==> config.mk <==
export PLATFORM = sky130hd
export DESIGN_NAME = eth_rx_noc_multi_out_ctrl
export DESIGN_NICKNAME = d
export VERILOG_FILES = /design/src/rtl/eth_rx_tile_pkg.sv /design/src/rtl/eth_rx_drop_cnt.sv /design/src/rtl/eth_rx_noc_multi_out_ctrl.sv
export SDC_FILE = /design/constraint.sdc
export NUM_CORES = 1
export LEC_CHECK = 0
export BUFFER_PORTS_ARGS = -buffer_cell sky130_fd_sc_hd__buf_2
export CAP_MARGIN = 20
export CORE_MARGIN = 3
export CORE_UTILIZATION = 40
export CTS_CLUSTER_DIAMETER = 30
export DETAILED_ROUTE_END_ITERATION = 6
export GPL_TIMING_DRIVEN = 0
export PLACE_DENSITY_LB_ADDON = 0.12
export SYNTH_ARGS = -nofsm -noshare
export SYNTH_HDL_FRONTEND = slang
export SYNTH_HIERARCHICAL = 1
export SYNTH_SLANG_ARGS = --single-unit
==> constraint.sdc <==
create_clock -name clk -period 1.6 [get_ports clk]
set_input_delay 0.08 -clock clk [delete_from_list [all_inputs] [get_ports clk]]
set_output_delay 0.08 -clock clk [all_outputs]
set_load 0.01 [all_outputs]
==> src/rtl/eth_rx_tile_pkg.sv <==
// Shared types for the Ethernet RX tile NoC egress control and datapath.
package eth_rx_tile_pkg;

   // Flit source select for the egress datapath mux
   typedef enum logic [1:0] {
      SEL_HDR_FLIT  = 2'd0,
      SEL_META_FLIT = 2'd1,
      SEL_DATA_FLIT = 2'd2
   } noc_out_flit_mux_sel;

   // Packet-level state of the multi-output egress controller
   typedef enum logic [1:0] {
      READY          = 2'd0,
      META_FLIT_OUT  = 2'd1,
      DATA_FLITS_OUT = 2'd2,
      DROP_PKT       = 2'd3
   } eth_rx_multi_out_state_e;

   // Channel index width; a single channel still needs one select bit
   function automatic int chan_width(input int num_out);
      return (num_out > 1) ? $clog2(num_out) : 1;
   endfunction

endpackage

==> src/rtl/eth_rx_drop_cnt.sv <==
// Saturating dropped-packet counter: counts up on inc and sticks at all-ones.
module eth_rx_drop_cnt #(
   parameter int W = 16
) (
   input  logic         clk,
   input  logic         rst,
   input  logic         inc,
   output logic [W-1:0] count
);

   logic [W-1:0] count_q;
   logic [W-1:0] count_d;

   // Next count: increment unless already saturated
   always_comb begin
      count_d = count_q;
      if (inc && (count_q != '1)) begin
         count_d = count_q + 1'b1;
      end
   end

   // Count register with synchronous reset
   always_ff @(posedge clk) begin
      if (rst) begin
         count_q <= '0;
      end else begin
         count_q <= count_d;
      end
   end

   assign count = count_q;

endmodule

==> src/rtl/eth_rx_noc_multi_out_ctrl.sv <==
// Egress control FSM for the Ethernet RX tile: steers each packet (header,
// metadata flits, data flits) to the NoC output channel chosen by a CAM
// lookup, or drops it on a miss. Dropped-packet counting is built only when
// ETH_RX_OUT_DROP_CNT_EN is defined; otherwise drop_cnt is tied to zero.
module eth_rx_noc_multi_out_ctrl
   import eth_rx_tile_pkg::*;
#(
   parameter int NUM_OUT        = 2,
   parameter int NUM_META_FLITS = 1,
   parameter int META_IDX_W     = 2,
   parameter int DROP_CNT_W     = 16,
   localparam int CHAN_W        = chan_width(NUM_OUT)
) (
   input  logic                    clk,
   input  logic                    rst,
   output logic [NUM_OUT-1:0]      eth_rx_out_noc_vrtoc_val,
   input  logic [NUM_OUT-1:0]      noc_vrtoc_eth_rx_out_rdy,
   input  logic                    eth_format_eth_rx_out_hdr_val,
   output logic                    eth_rx_out_eth_format_hdr_rdy,
   input  logic                    eth_format_eth_rx_out_data_val,
   input  logic                    eth_format_eth_rx_out_data_last,
   output logic                    eth_rx_out_eth_format_data_rdy,
   output noc_out_flit_mux_sel     ctrl_datap_flit_sel,
   output logic [META_IDX_W-1:0]   ctrl_datap_meta_idx,
   output logic [CHAN_W-1:0]       ctrl_datap_chan_sel,
   output logic                    ctrl_datap_store_inputs,
   output logic                    ctrl_cam_rd_cam,
   input  logic                    cam_ctrl_rd_hit,
   input  logic [CHAN_W-1:0]       cam_ctrl_rd_chan,
   output logic [DROP_CNT_W-1:0]   drop_cnt
);

   localparam int PAD_W = 1 << CHAN_W;
   localparam logic [CHAN_W:0] NUM_OUT_V = (CHAN_W + 1)'(NUM_OUT);
   localparam logic [META_IDX_W-1:0] META_LAST =
      META_IDX_W'((NUM_META_FLITS > 0) ? NUM_META_FLITS - 1 : 0);

   eth_rx_multi_out_state_e state_q, state_d;
   logic [CHAN_W-1:0]       chan_q, chan_d;
   logic [META_IDX_W-1:0]   meta_cnt_q, meta_cnt_d;
   logic                    valid_hit;
   logic                    hdr_go;
   logic [PAD_W-1:0]        rdy_pad;

   // A CAM hit naming a channel that does not exist is treated as a miss
   assign valid_hit = cam_ctrl_rd_hit & ({1'b0, cam_ctrl_rd_chan} < NUM_OUT_V);

   // Ready widened to every encodable channel index so lookups never go out of range
   always_comb begin
      rdy_pad = '0;
      rdy_pad[NUM_OUT-1:0] = noc_vrtoc_eth_rx_out_rdy;
   end

   // Next-state and handshake/mux outputs for the egress packet FSM
   always_comb begin
      state_d                        = state_q;
      chan_d                         = chan_q;
      meta_cnt_d                     = meta_cnt_q;
      eth_rx_out_noc_vrtoc_val       = '0;
      eth_rx_out_eth_format_hdr_rdy  = 1'b0;
      eth_rx_out_eth_format_data_rdy = 1'b0;
      ctrl_datap_flit_sel            = SEL_HDR_FLIT;
      ctrl_datap_meta_idx            = '0;
      ctrl_datap_chan_sel            = chan_q;
      ctrl_datap_store_inputs        = 1'b0;
      ctrl_cam_rd_cam                = 1'b0;
      hdr_go                         = 1'b0;
      case (state_q)
         READY: begin
            ctrl_cam_rd_cam     = 1'b1;
            ctrl_datap_chan_sel = cam_ctrl_rd_chan;
            eth_rx_out_eth_format_hdr_rdy = valid_hit ? rdy_pad[cam_ctrl_rd_chan] : 1'b1;
            if (valid_hit) begin
               eth_rx_out_noc_vrtoc_val[cam_ctrl_rd_chan] = eth_format_eth_rx_out_hdr_val;
            end
            hdr_go = eth_format_eth_rx_out_hdr_val & eth_rx_out_eth_format_hdr_rdy;
            if (hdr_go) begin
               ctrl_datap_store_inputs = 1'b1;
               chan_d = cam_ctrl_rd_chan;
               if (!valid_hit) begin
                  state_d = DROP_PKT;
               end else if (NUM_META_FLITS > 0) begin
                  state_d = META_FLIT_OUT;
               end else begin
                  state_d = DATA_FLITS_OUT;
               end
            end
         end
         META_FLIT_OUT: begin
            ctrl_datap_flit_sel = SEL_META_FLIT;
            ctrl_datap_meta_idx = meta_cnt_q;
            eth_rx_out_noc_vrtoc_val[chan_q] = 1'b1;
            if (rdy_pad[chan_q]) begin
               if (meta_cnt_q == META_LAST) begin
                  meta_cnt_d = '0;
                  state_d    = DATA_FLITS_OUT;
               end else begin
                  meta_cnt_d = meta_cnt_q + 1'b1;
               end
            end
         end
         DATA_FLITS_OUT: begin
            ctrl_datap_flit_sel = SEL_DATA_FLIT;
            eth_rx_out_noc_vrtoc_val[chan_q] = eth_format_eth_rx_out_data_val;
            eth_rx_out_eth_format_data_rdy   = rdy_pad[chan_q];
            if (eth_format_eth_rx_out_data_val && rdy_pad[chan_q] &&
                eth_format_eth_rx_out_data_last) begin
               state_d = READY;
            end
         end
         DROP_PKT: begin
            eth_rx_out_eth_format_data_rdy = 1'b1;
            if (eth_format_eth_rx_out_data_val && eth_format_eth_rx_out_data_last) begin
               state_d = READY;
            end
         end
         default: begin
            state_d = READY;
         end
      endcase
   end

   // State, captured channel and metadata index registers
   always_ff @(posedge clk) begin
      if (rst) begin
         state_q    <= READY;
         chan_q     <= '0;
         meta_cnt_q <= '0;
      end else begin
         state_q    <= state_d;
         chan_q     <= chan_d;
         meta_cnt_q <= meta_cnt_d;
      end
   end

`ifdef ETH_RX_OUT_DROP_CNT_EN
   logic drop_inc;

   // A miss header is always accepted, so every header seen on a miss is a drop
   assign drop_inc = (state_q == READY) & eth_format_eth_rx_out_hdr_val & ~valid_hit;

   eth_rx_drop_cnt #(
      .W(DROP_CNT_W)
   ) u_drop_cnt (
      .clk   (clk),
      .rst   (rst),
      .inc   (drop_inc),
      .count (drop_cnt)
   );
`else
   assign drop_cnt = '0;
`endif

endmodule
==> results of run 1 <==
## sequential cells by signal, summed over array words and instances, names as in the netlist
name        cells
chan_q          1
meta_cnt_q      2
state_q         2
## placed cells by master, fill, tap and decap left out, types with 3 or more instances in the layout
cell / n
sky130_fd_sc_hd__and2_1: 3
sky130_fd_sc_hd__buf_2: 20
sky130_fd_sc_hd__buf_4: 16
sky130_fd_sc_hd__clkbuf_4: 3
sky130_fd_sc_hd__conb_1: 16
sky130_fd_sc_hd__dfxtp_1: 4
sky130_fd_sc_hd__inv_1: 5
sky130_fd_sc_hd__nand2_1: 4
sky130_fd_sc_hd__nand3_1: 3
## layout make-up
type | count | area share
Clock buffer | 4 | 0.03465
Multi-Input combinational cell | 54 | 0.4785
Buffer | 18 | 0.1799
Inverter | 5 | 0.02475
Tap cell | 14 | 0.02310
Timing Repair Buffer | 19 | 0.1254
Sequential cell | 5 | 0.1337
## logic make-up (layout without fill, tap and decap cells)
family	after synthesis	after routing
buffers and inverters	23	46
AOI/OAI and AO/OA	12	12
adders and majority gates	2	2
DFF	5	5
other	1	16
muxes	3	3
and+or+nand+nor	21	21
## power breakdown
part,internal (mW),switching (mW)
Sequential,0.135,0.0117
Clock,0.0947,0.0589
Combinational,0.113,0.125
## cell usage after synthesis (2+ instances only)
library cell                n  area share
sky130_fd_sc_hd__nand4b_1   2       0.032
sky130_fd_sc_hd__dfxtp_1    5        0.18
sky130_fd_sc_hd__o32ai_1    3       0.048
sky130_fd_sc_hd__a31oi_1    2       0.023
sky130_fd_sc_hd__o31ai_2    2       0.046
sky130_fd_sc_hd__inv_1      5       0.034
sky130_fd_sc_hd__nor2b_1    2       0.023
sky130_fd_sc_hd__and2_1     3       0.034
sky130_fd_sc_hd__nand3_1    3       0.027
sky130_fd_sc_hd__mux2i_1    2       0.037
sky130_fd_sc_hd__nand2_1    4       0.027
sky130_fd_sc_hd__buf_4     16        0.22
sky130_fd_sc_hd__ha_1       2       0.046
## worst max-delay path, stage by stage, from the launching register on
cell                      delay (ns)
sky130_fd_sc_hd__dfxtp_1        0.30
sky130_fd_sc_hd__buf_6          0.13
sky130_fd_sc_hd__or3b_4         0.41
sky130_fd_sc_hd__o32ai_2        0.20
sky130_fd_sc_hd__buf_2          0.16
## worst paths after layout
path | startpoint | end | cells after the start | slack, ns
max | state_q[1] | eth_rx_out_noc_vrtoc_val[1] | 4 | 0.07
min reg2reg | meta_cnt_q[1] | meta_cnt_q[1] | 2 | 0.51
min | rst | state_q[1] | 2 | 0.1
max reg2reg | chan_q | meta_cnt_q[1] | 3 | 0.39
## metal layers
metal	track usage	vias up	routed length (um)
met5	0	-	0
met2	0.1707	27	535
met1	0.1436	217	482
met3	0.06356	3	137
li1	-	280	-
met4	0.07229	0	16
==> impl_metrics.py, run 1 <==
metrics = {
    "drt": {
        "routed_wire_length_per_instance_um": 9.849,
        "vias_per_cell": 4.429,
        "route.final.wire_length_mm": 1.172,
        "detail_route.iter0.violations": 3,
        "drt_pass1_iterations": 4,
        "via_count": 527,
        "drcViolationCount": 0,
        "detail-route-antenna-nets": 0,
    },
    "final_layout": {
        "stdcell_count": 119,
        "final_nets": 117,
        "layout-area-overhead-vs-synth_pct": 38.67,
        "utilization": 0.6392,
        "register_area_um2": 101.3,
        "n_fill_cell": 116,
        "finish.instance_area_um2": 758.2,
        "drive_gt1_frac": 0.4667,
        "antennaDiodeCount": 0,
        "multiInputGateArea_um2": 362.8,
    },
    "timing": {
        "period_share": 0.9575,
        "max_freq_mhz": 652.7,
        "timing.final.hold_violations": 0,
        "timing.final.setup_violations": 0,
        "fin_tns_setup_ns": 0,
        "hold_ws_ns": 0.09776,
        "slew_viol_final": 0,
        "grt_setup_unrepaired": "no",
        "postLayoutSetupSlackWorst_ns": 0.06799,
        "fin_crit_ns": 1.532,
        "skew_ns": 0.0001288,
    },
    "critical_path": {
        "critPathLaunchType": "register",
        "worst_setup_path_end_kind": "output port",
        "worst_ep_required_time_ns": 1.52,
        "signal_arrival_time_at_the_worst_endpoint_ns": 1.45,
        "timing.setup.critical_path_class": "register to output port",
        "critPathMaxFanout": 9,
    },
    "cts": {
        "clk_path_buf_depth": 2,
        "cts_buffers": 3,
        "h_tree_level_count": 1,
        "post_cts.resized_instances": 0,
        "cts_hold_buffers": 0,
        "cts_setup_buffers": 0,
        "worstSkewPairLatency_ns": 0.25,
        "tritoncts": "done",
        "clock_sink_count": 5,
        "cts_root_buf": "sky130_fd_sc_hd__clkbuf_4",
        "post_cts_clock_slew_at_the_launch_and_capture_registers_of_the_worst_setup_and_hold_paths_ns": 0.04,
    },
    "global_routing": {
        "first_global_vias": 382,
        "grt_pass1_wl_mm": 1.621,
        "overflow_after_grt": 0,
        "grt_util_all_layers": 0.1212,
        "antenna_found_initial": 0,
        "pin_count_of_the_biggest_net_entering_global_routing": 10,
    },
    "place": {
        "port-buffer-count": 19,
        "dp_slack_ns": 0.3000,
        "finalWeightedCongestion": 0.7606,
        "dp_hpwl_um": 945,
        "placedInstanceArea_um2": 715.7,
        "numPlacedInstances": 115,
    },
    "logic_synthesis": {
        "synthesis.yosys.warnings": 6,
        "synth-simple-area-share": 0.2357,
        "syn_area_um2": 546.8,
        "post_synthesis_xor_xnor_area_fraction": 0,
        "synth_flop_cell": "sky130_fd_sc_hd__dfxtp_1",
        "post_synth_fa_ha_maj_area_fraction": 0.04577,
        "synth.distinct_cells": 29,
        "syn_area_per_cell_um2": 8.161,
        "combinational_family_with_the_most_area_after_synthesis": "buffers and inverters",
        "seq_area_frac_synth": 0.1831,
        "synth-seq-cells": 5,
        "synthesis.instances": 67,
        "postSynth.asyncResetShare": 0,
        "synth_compound_gate_area_share": 0.1808,
        "synthMuxAreaShare": 0.06407,
        "number_of_synthesized_flops_with_an_enable_pin": 0,
    },
    "floorplan": {
        "dieHeight_um": 42.97,
        "floorplan.initialDensity": 0.4610,
        "rows": 12,
        "die_span_x_um": 42.97,
        "boundaryPins": 36,
        "core_mm2": 0.001186,
        "die_area_mm2": 0.001846,
    },
    "pwr": {
        "power.total_mw": 0.5391,
        "max-vdd-ir-drop_mv": 0.3988,
        "pwr_density_cell_mw_per_mm2": 711.0,
        "power_leakage_nw": 0.3988,
    },
    "worst_hold_path": {
        "worst_hold_path_type": "input port to register",
    },
    "outcome": {
        "run_status": "finished, final reports clean",
    },
    "run": {
        "maxCapViolCount": 0,
    },
}
(Power assumes the default switching activity.)
==> run 2, diff against run 1 <==
--- a/config.mk
+++ b/config.mk
@@ -7,8 +7,10 @@
 export LEC_CHECK = 0
 export BUFFER_PORTS_ARGS = -buffer_cell sky130_fd_sc_hd__buf_2
 export CAP_MARGIN = 20
+export CELL_PAD_IN_SITES_DETAIL_PLACEMENT = 1
+export CELL_PAD_IN_SITES_GLOBAL_PLACEMENT = 1
 export CORE_MARGIN = 3
-export CORE_UTILIZATION = 40
+export CORE_UTILIZATION = 27
 export CTS_CLUSTER_DIAMETER = 30
 export DETAILED_ROUTE_END_ITERATION = 6
 export GPL_TIMING_DRIVEN = 0
==> run 2 against run 1 <==
Compared with the run above:
- hold slack improved by 0.024 ns
- clock power fell by 5%
- global-route usage fell by 1.3 points
- cell count rose by 9.2%
- largest power group unchanged
- final area rose by 2.1%
- non-clock buffer count did not move
- sequential cell count did not move
- highest routed layer unchanged
- critical path type unchanged
- sequential power barely moved
==> impl_metrics.py, run 2 (same netlist as run 1, synthesis figures left out) <==
metrics = {
    "outcome": {
        "run_status": "finished, final reports clean",
    },
    "critical_path": {
        "signal_arrival_time_at_the_worst_endpoint_ns": 1.45,
        "critPathLaunchType": "register",
        "critPathMaxFanout": 9,
        "worst_ep_required_time_ns": 1.52,
        "timing.setup.critical_path_class": "register to output port",
        "regToRegSetupSlack_ns": 0.38,
        "rr_endpoint": "meta_cnt_q[0]",
        "critical_path.reg2reg.startpoint": "chan_q",
        "worst_setup_path_end_kind": "output port",
        "reg2regPathDepth": 3,
    },
    "worst_hold_path": {
        "min_from": "rst",
        "worst_hold_path_type": "input port to register",
        "worst_hold_path_ep": "chan_q",
        "worst_hold_path.num_cells": 2,
    },
    "drt": {
        "detail_route.iter0.violations": 3,
        "detail-route-antenna-nets": 0,
        "routed_wire_length_per_instance_um": 10.42,
        "via_count": 544,
        "vias_per_cell": 4.185,
        "drcViolationCount": 0,
        "route.final.wire_length_mm": 1.355,
        "drt_pass1_iterations": 4,
    },
    "global_routing": {
        "antenna_found_initial": 0,
        "grt_pass1_wl_mm": 2.208,
        "first_global_vias": 510,
        "grt_util_all_layers": 0.1085,
        "pin_count_of_the_biggest_net_entering_global_routing": 10,
        "overflow_after_grt": 0,
    },
    "floorplan": {
        "die_area_mm2": 0.002601,
        "dieHeight_um": 51,
        "boundaryPins": 36,
        "floorplan.initialDensity": 0.3003,
        "core_mm2": 0.001821,
        "die_span_x_um": 51,
        "rows": 15,
    },
    "final_layout": {
        "layout_commonest_cell": "sky130_fd_sc_hd__buf_2",
        "layout-area-overhead-vs-synth_pct": 41.65,
        "final_nets": 117,
        "largest_registers_ranked_by_flip_flop_count": "meta_cnt_q x2, state_q x2, chan_q x1",
        "mostFrequentLayoutCells": "sky130_fd_sc_hd__buf_2, sky130_fd_sc_hd__buf_4, sky130_fd_sc_hd__conb_1, sky130_fd_sc_hd__inv_1, sky130_fd_sc_hd__dfxtp_1",
        "drive_gt1_frac": 0.4667,
        "stdcell_count": 130,
        "utilization": 0.4254,
        "antennaDiodeCount": 0,
    },
    "place": {
        "numPlacedInstances": 126,
        "port-buffer-count": 19,
        "dp_hpwl_mm": 1.155,
        "finalWeightedCongestion": 0.7118,
    },
    "cts": {
        "cts_hold_buffers": 0,
        "cts_buffers": 3,
        "cts_root_buf": "sky130_fd_sc_hd__clkbuf_4",
        "worstSkewPairLatency_ns": 0.24,
        "post_cts.resized_instances": 0,
        "clock_sink_count": 5,
        "cts_setup_buffers": 0,
        "post_cts_clock_slew_at_the_launch_and_capture_registers_of_the_worst_setup_and_hold_paths_ns": 0.05,
        "tritoncts": "done",
        "h_tree_level_count": 1,
        "clk_path_buf_depth": 2,
    },
    "timing": {
        "timing.final.hold_violations": 0,
        "fin_tns_setup_ns": 0,
        "max_freq_mhz": 655.3,
        "slew_viol_final": 0,
        "timing.final.setup_violations": 0,
        "skew_ns": 0.001548,
        "fin_crit_ns": 1.526,
        "period_share": 0.9537,
        "grt_setup_unrepaired": "no",
    },
    "pwr": {
        "pwr_density_cell_mw_per_mm2": 697.1,
        "power_leakage_nw": 0.3991,
        "max-vdd-ir-drop_mv": 0.2252,
    },
    "run": {
        "maxCapViolCount": 0,
    },
}
[run 2: cell counts in the layout (fill, tap and decap cells not counted)]
Identical to the previous run, type by type.
[run 2: critical path, cell delays in order, from the launching register on]
cell                      delay [ns]
sky130_fd_sc_hd__dfxtp_1        0.30
sky130_fd_sc_hd__buf_6          0.13
sky130_fd_sc_hd__or3b_4         0.41
sky130_fd_sc_hd__o32ai_2        0.20
sky130_fd_sc_hd__buf_2          0.17
[run 2: cell type report]
| cell class | count | area, um2 |
|---|---|---|
| repair buffers | 19 | 95.09 |
| plain buffers | 18 | 136.4 |
| inverters | 5 | 18.77 |
| well taps | 25 | 31.28 |
| multi-input cells | 54 | 366.6 |
| fillers | 250 | 1046 |
| clock buffers | 4 | 26.28 |
| flip-flops and latches | 5 | 100.1 |
[run 2: worst max path at each step]
stage	startpoint	end	slack [ns]
final	state_q[1]	eth_rx_out_noc_vrtoc_val[1]	0.07
after floorplan	state_q[1]	eth_rx_out_noc_vrtoc_val[0]	0.35
after CTS	state_q[1]	eth_rx_out_noc_vrtoc_val[0]	0.03
after global placement	state_q[1]	eth_rx_out_noc_vrtoc_val[0]	0.31
after global routing	state_q[1]	eth_rx_out_noc_vrtoc_val[0]	0.007
after detailed placement	state_q[1]	eth_rx_out_noc_vrtoc_val[0]	0.29
[run 2: metal layers]
layer  share of wire  up-vias  GRT usage
li1                -      279          -
met4           0.012        0    0.04036
met5               0        -          0
met1            0.44      238     0.1464
met3           0.097        2    0.02041
met2            0.45       25     0.1695
[run 2: where the power goes]
group	total [mW]	leakage [nW]	switching, mW	internal (mW)
combinational	0.246	0.343	0.132	0.114
sequential	0.146	0.0408	0.0120	0.134
clock	0.147	0.0150	0.0527	0.0944
total	0.540	0.399	0.197	0.343
[run 2: stage by stage]
stage | worst slack, ns | hold WS [ns] | cell area [um2] | total power, mW
after floorplan | 0.3532 | 0.1494 | 603.1 | 0.3083
after global placement | 0.3100 | 0.3728 | 729.5 | 0.3789
after detailed placement | 0.2921 | 0.3767 | 729.5 | 0.3838
after CTS | 0.03182 | 0.1237 | 755.7 | 0.5339
after global routing | 0.006595 | 0.1412 | 774.5 | 0.5802
final | 0.07405 | 0.1222 | 774.5 | 0.5399
==> run 3, diff against run 2 <==
--- a/config.mk
+++ b/config.mk
@@ -5,12 +5,13 @@
 export SDC_FILE = /design/constraint.sdc
 export NUM_CORES = 1
 export LEC_CHECK = 0
+export ABC_AREA = 1
 export BUFFER_PORTS_ARGS = -buffer_cell sky130_fd_sc_hd__buf_2
 export CAP_MARGIN = 20
 export CELL_PAD_IN_SITES_DETAIL_PLACEMENT = 1
 export CELL_PAD_IN_SITES_GLOBAL_PLACEMENT = 1
 export CORE_MARGIN = 3
-export CORE_UTILIZATION = 27
+export CORE_UTILIZATION = 25
 export CTS_CLUSTER_DIAMETER = 30
 export DETAILED_ROUTE_END_ITERATION = 6
 export GPL_TIMING_DRIVEN = 0
==> run 3 against run 2 <==
Compared with the run above:
- synthesized area shrank 4.1%
- clock-buffer cell count is the same
- core utilization shrank 3.1 points
- global-route usage shrank 0.72 points
- clock power is essentially flat
- cell count grew 8.5%
- register-to-register slack gained 0.12 ns
- setup slack gained 0.092 ns
- sequential cell count is the same
==> impl_metrics.py, run 3 <==
metrics = {
    "pwr": {
        "pwr_density_cell_mw_per_mm2": 777.3,
        "max-vdd-ir-drop_mv": 0.4921,
        "power_leakage_nw": 0.4256,
    },
    "critical_path": {
        "regToRegSetupSlack_ns": 0.50,
        "signal_arrival_time_at_the_worst_endpoint_ns": 1.35,
        "critPathMaxFanout": 4,
        "worst_setup_path_end_kind": "output port",
        "critPathLaunchType": "register",
        "worst_ep_required_time_ns": 1.52,
        "reg2regPathDepth": 8,
        "critical_path.reg2reg.startpoint": "chan_q",
        "rr_endpoint": "state_q[0]",
        "timing.setup.critical_path_class": "register to output port",
    },
    "floorplan": {
        "core_mm2": 0.001858,
        "die_area_mm2": 0.002683,
        "floorplan.initialDensity": 0.2822,
        "boundaryPins": 36,
        "rows": 15,
        "dieHeight_um": 51.80,
        "die_span_x_um": 51.80,
    },
    "place": {
        "dp_hpwl_mm": 1.149,
        "port-buffer-count": 19,
        "placedInstanceArea_um2": 706.9,
        "finalWeightedCongestion": 0.7200,
    },
    "drt": {
        "via_count": 544,
        "drt_pass1_iterations": 1,
        "routed_wire_length_per_instance_um": 8.901,
        "route.final.wire_length_mm": 1.255,
        "detail-route-antenna-nets": 0,
        "detail_route.iter0.violations": 0,
        "vias_per_cell": 3.858,
        "drcViolationCount": 0,
    },
    "logic_synthesis": {
        "synthesis.yosys.warnings": 6,
        "synth.top_cells.by_area": "sky130_fd_sc_hd__buf_4, sky130_fd_sc_hd__dfxtp_1, sky130_fd_sc_hd__nand2_1, sky130_fd_sc_hd__nor2_4, sky130_fd_sc_hd__inv_1",
        "synthesis.instances": 78,
        "synth_flop_cell": "sky130_fd_sc_hd__dfxtp_1",
        "postSynth.asyncResetShare": 0,
        "syn_area_per_cell_um2": 6.721,
        "number_of_synthesized_flops_with_an_enable_pin": 0,
        "syn_area_um2": 524.3,
        "synth_commonest_cells": "sky130_fd_sc_hd__nand2_1, sky130_fd_sc_hd__buf_4, sky130_fd_sc_hd__inv_1",
        "synth-seq-cells": 5,
        "seq_area_frac_synth": 0.1909,
        "synth.most_common_cell": "sky130_fd_sc_hd__nand2_1",
        "synth_top_cell_area_share": 0.2291,
        "synth.distinct_cells": 21,
        "synthDominantAreaCellType": "sky130_fd_sc_hd__buf_4",
    },
    "timing": {
        "skew_ns": 0.001999,
        "grt_setup_unrepaired": "no",
        "period_share": 0.8959,
        "max_freq_mhz": 697.6,
        "fin_tns_setup_ns": 0,
        "timing.final.setup_violations": 0,
        "fin_crit_ns": 1.433,
        "timing.final.hold_violations": 0,
        "slew_viol_final": 0,
    },
    "final_layout": {
        "layout-area-overhead-vs-synth_pct": 39.86,
        "mostFrequentLayoutCells": "sky130_fd_sc_hd__buf_2, sky130_fd_sc_hd__nand2_1, sky130_fd_sc_hd__buf_4, sky130_fd_sc_hd__conb_1, sky130_fd_sc_hd__inv_1",
        "final_nets": 128,
        "finish.instance_area_um2": 733.2,
        "register_area_um2": 100.1,
        "antennaDiodeCount": 0,
        "drive_gt1_frac": 0.4224,
        "largest_registers_ranked_by_flip_flop_count": "meta_cnt_q x2, state_q x2, chan_q x1",
        "n_fill_cell": 261,
        "layout_commonest_cell": "sky130_fd_sc_hd__buf_2",
        "multiInputGateArea_um2": 319.1,
    },
    "cts": {
        "clk_path_buf_depth": 2,
        "cts_buffers": 3,
        "cts_setup_buffers": 0,
        "clock_sink_count": 5,
        "worstSkewPairLatency_ns": 0.24,
        "post_cts.resized_instances": 0,
        "post_cts_clock_slew_at_the_launch_and_capture_registers_of_the_worst_setup_and_hold_paths_ns": 0.04,
        "h_tree_level_count": 1,
        "cts_hold_buffers": 0,
        "tritoncts": "done",
        "cts_root_buf": "sky130_fd_sc_hd__clkbuf_4",
    },
    "run": {
        "maxCapViolCount": 0,
    },
    "global_routing": {
        "grt_util_all_layers": 0.1013,
        "antenna_found_initial": 0,
        "first_global_vias": 504,
        "overflow_after_grt": 0,
        "pin_count_of_the_biggest_net_entering_global_routing": 7,
        "grt_pass1_wl_mm": 2.049,
    },
    "worst_hold_path": {
        "min_from": "rst",
        "worst_hold_path_type": "input port to register",
        "worst_hold_path_ep": "state_q[0]",
        "worst_hold_path.num_cells": 2,
    },
    "outcome": {
        "run_status": "finished, final reports clean",
    },
}
## run 3: changes by cell type after synthesis, sizes merged, moves of 2 or more
cell,before,now
nand2,4,21
inv,5,11
nor2,2,7
and2,4,0
a21oi,1,4
a211oi,0,2
buf,18,16
mux2i,2,0
nand4b,2,0
nor2b,2,0
o31ai,2,0
o32ai,3,1
## run 3: cell families after synthesis
group,share of synthesized area
compound gates,0.1384
simple gates,0.3079
buf+inv,0.3079
other cells,0.007153
flops,0.1909
fa+ha+maj,0.04773
## run 3: area by class of cell
type / count / area share
inverters: 11 / 0.05631
multi-input cells: 61 / 0.4352
well taps: 25 / 0.04266
flip-flops and latches: 5 / 0.1365
clock buffers: 4 / 0.03584
plain buffers: 16 / 0.1638
repair buffers: 19 / 0.1297
## run 3: power by group
group	total [mW]	switching, mW	leakage (nW)	internal (mW)
combinational	0.266	0.155	0.370	0.111
clock	0.145	0.0505	0.0150	0.0942
sequential	0.159	0.0198	0.0409	0.139
total	0.570	0.225	0.426	0.345
## run 3: worst max-delay path, cell delays in order (launching register included)
cell,delay (ns)
sky130_fd_sc_hd__dfxtp_1,0.41
sky130_fd_sc_hd__inv_2,0.09
sky130_fd_sc_hd__nor2_4,0.13
sky130_fd_sc_hd__inv_1,0.09
sky130_fd_sc_hd__nand2_1,0.07
sky130_fd_sc_hd__inv_1,0.05
sky130_fd_sc_hd__o32ai_1,0.10
sky130_fd_sc_hd__buf_2,0.17
## run 3: worst max path at each step
| stage | from | end | cells past startpoint |
|---|---|---|---|
| 2_1_floorplan | state_q[0] | eth_rx_out_noc_vrtoc_val[1] | 6 |
| 4_1_cts | state_q[0] | eth_rx_out_noc_vrtoc_val[0] | 7 |
| 5_1_grt | state_q[0] | eth_rx_out_noc_vrtoc_val[0] | 7 |
| 3_5_place_dp | state_q[0] | eth_rx_out_noc_vrtoc_val[0] | 7 |
| 6_report | state_q[0] | eth_rx_out_noc_vrtoc_val[0] | 7 |
| 3_3_place_gp | state_q[0] | eth_rx_out_noc_vrtoc_val[0] | 7 |
## run 3: layer usage
metal  track usage  share of wire  wire length [um]  vias up
li1              -              -                 -      290
met1        0.1161           0.43               544      232
met2        0.1780           0.49               615       22
met3       0.03438          0.075                94        0
met4       0.02620              0                 0        0
met5             0              0                 0        -
## run 3: metrics by stage
step | cells | hold slack, ns | util | total power, mW | setup WS [ns]
after floorplan | 93 | 0.1424 | - | 0.3509 | 0.5127
after global placement | 137 | 0.3129 | 0.3805 | 0.4261 | 0.3926
after detailed placement | 137 | 0.3244 | 0.3805 | 0.4298 | 0.4062
after CTS | 141 | 0.06332 | 0.3946 | 0.5845 | 0.1330
after global routing | 141 | 0.07079 | 0.3946 | 0.6272 | 0.005794
final | 141 | 0.07094 | 0.3946 | 0.5699 | 0.1665
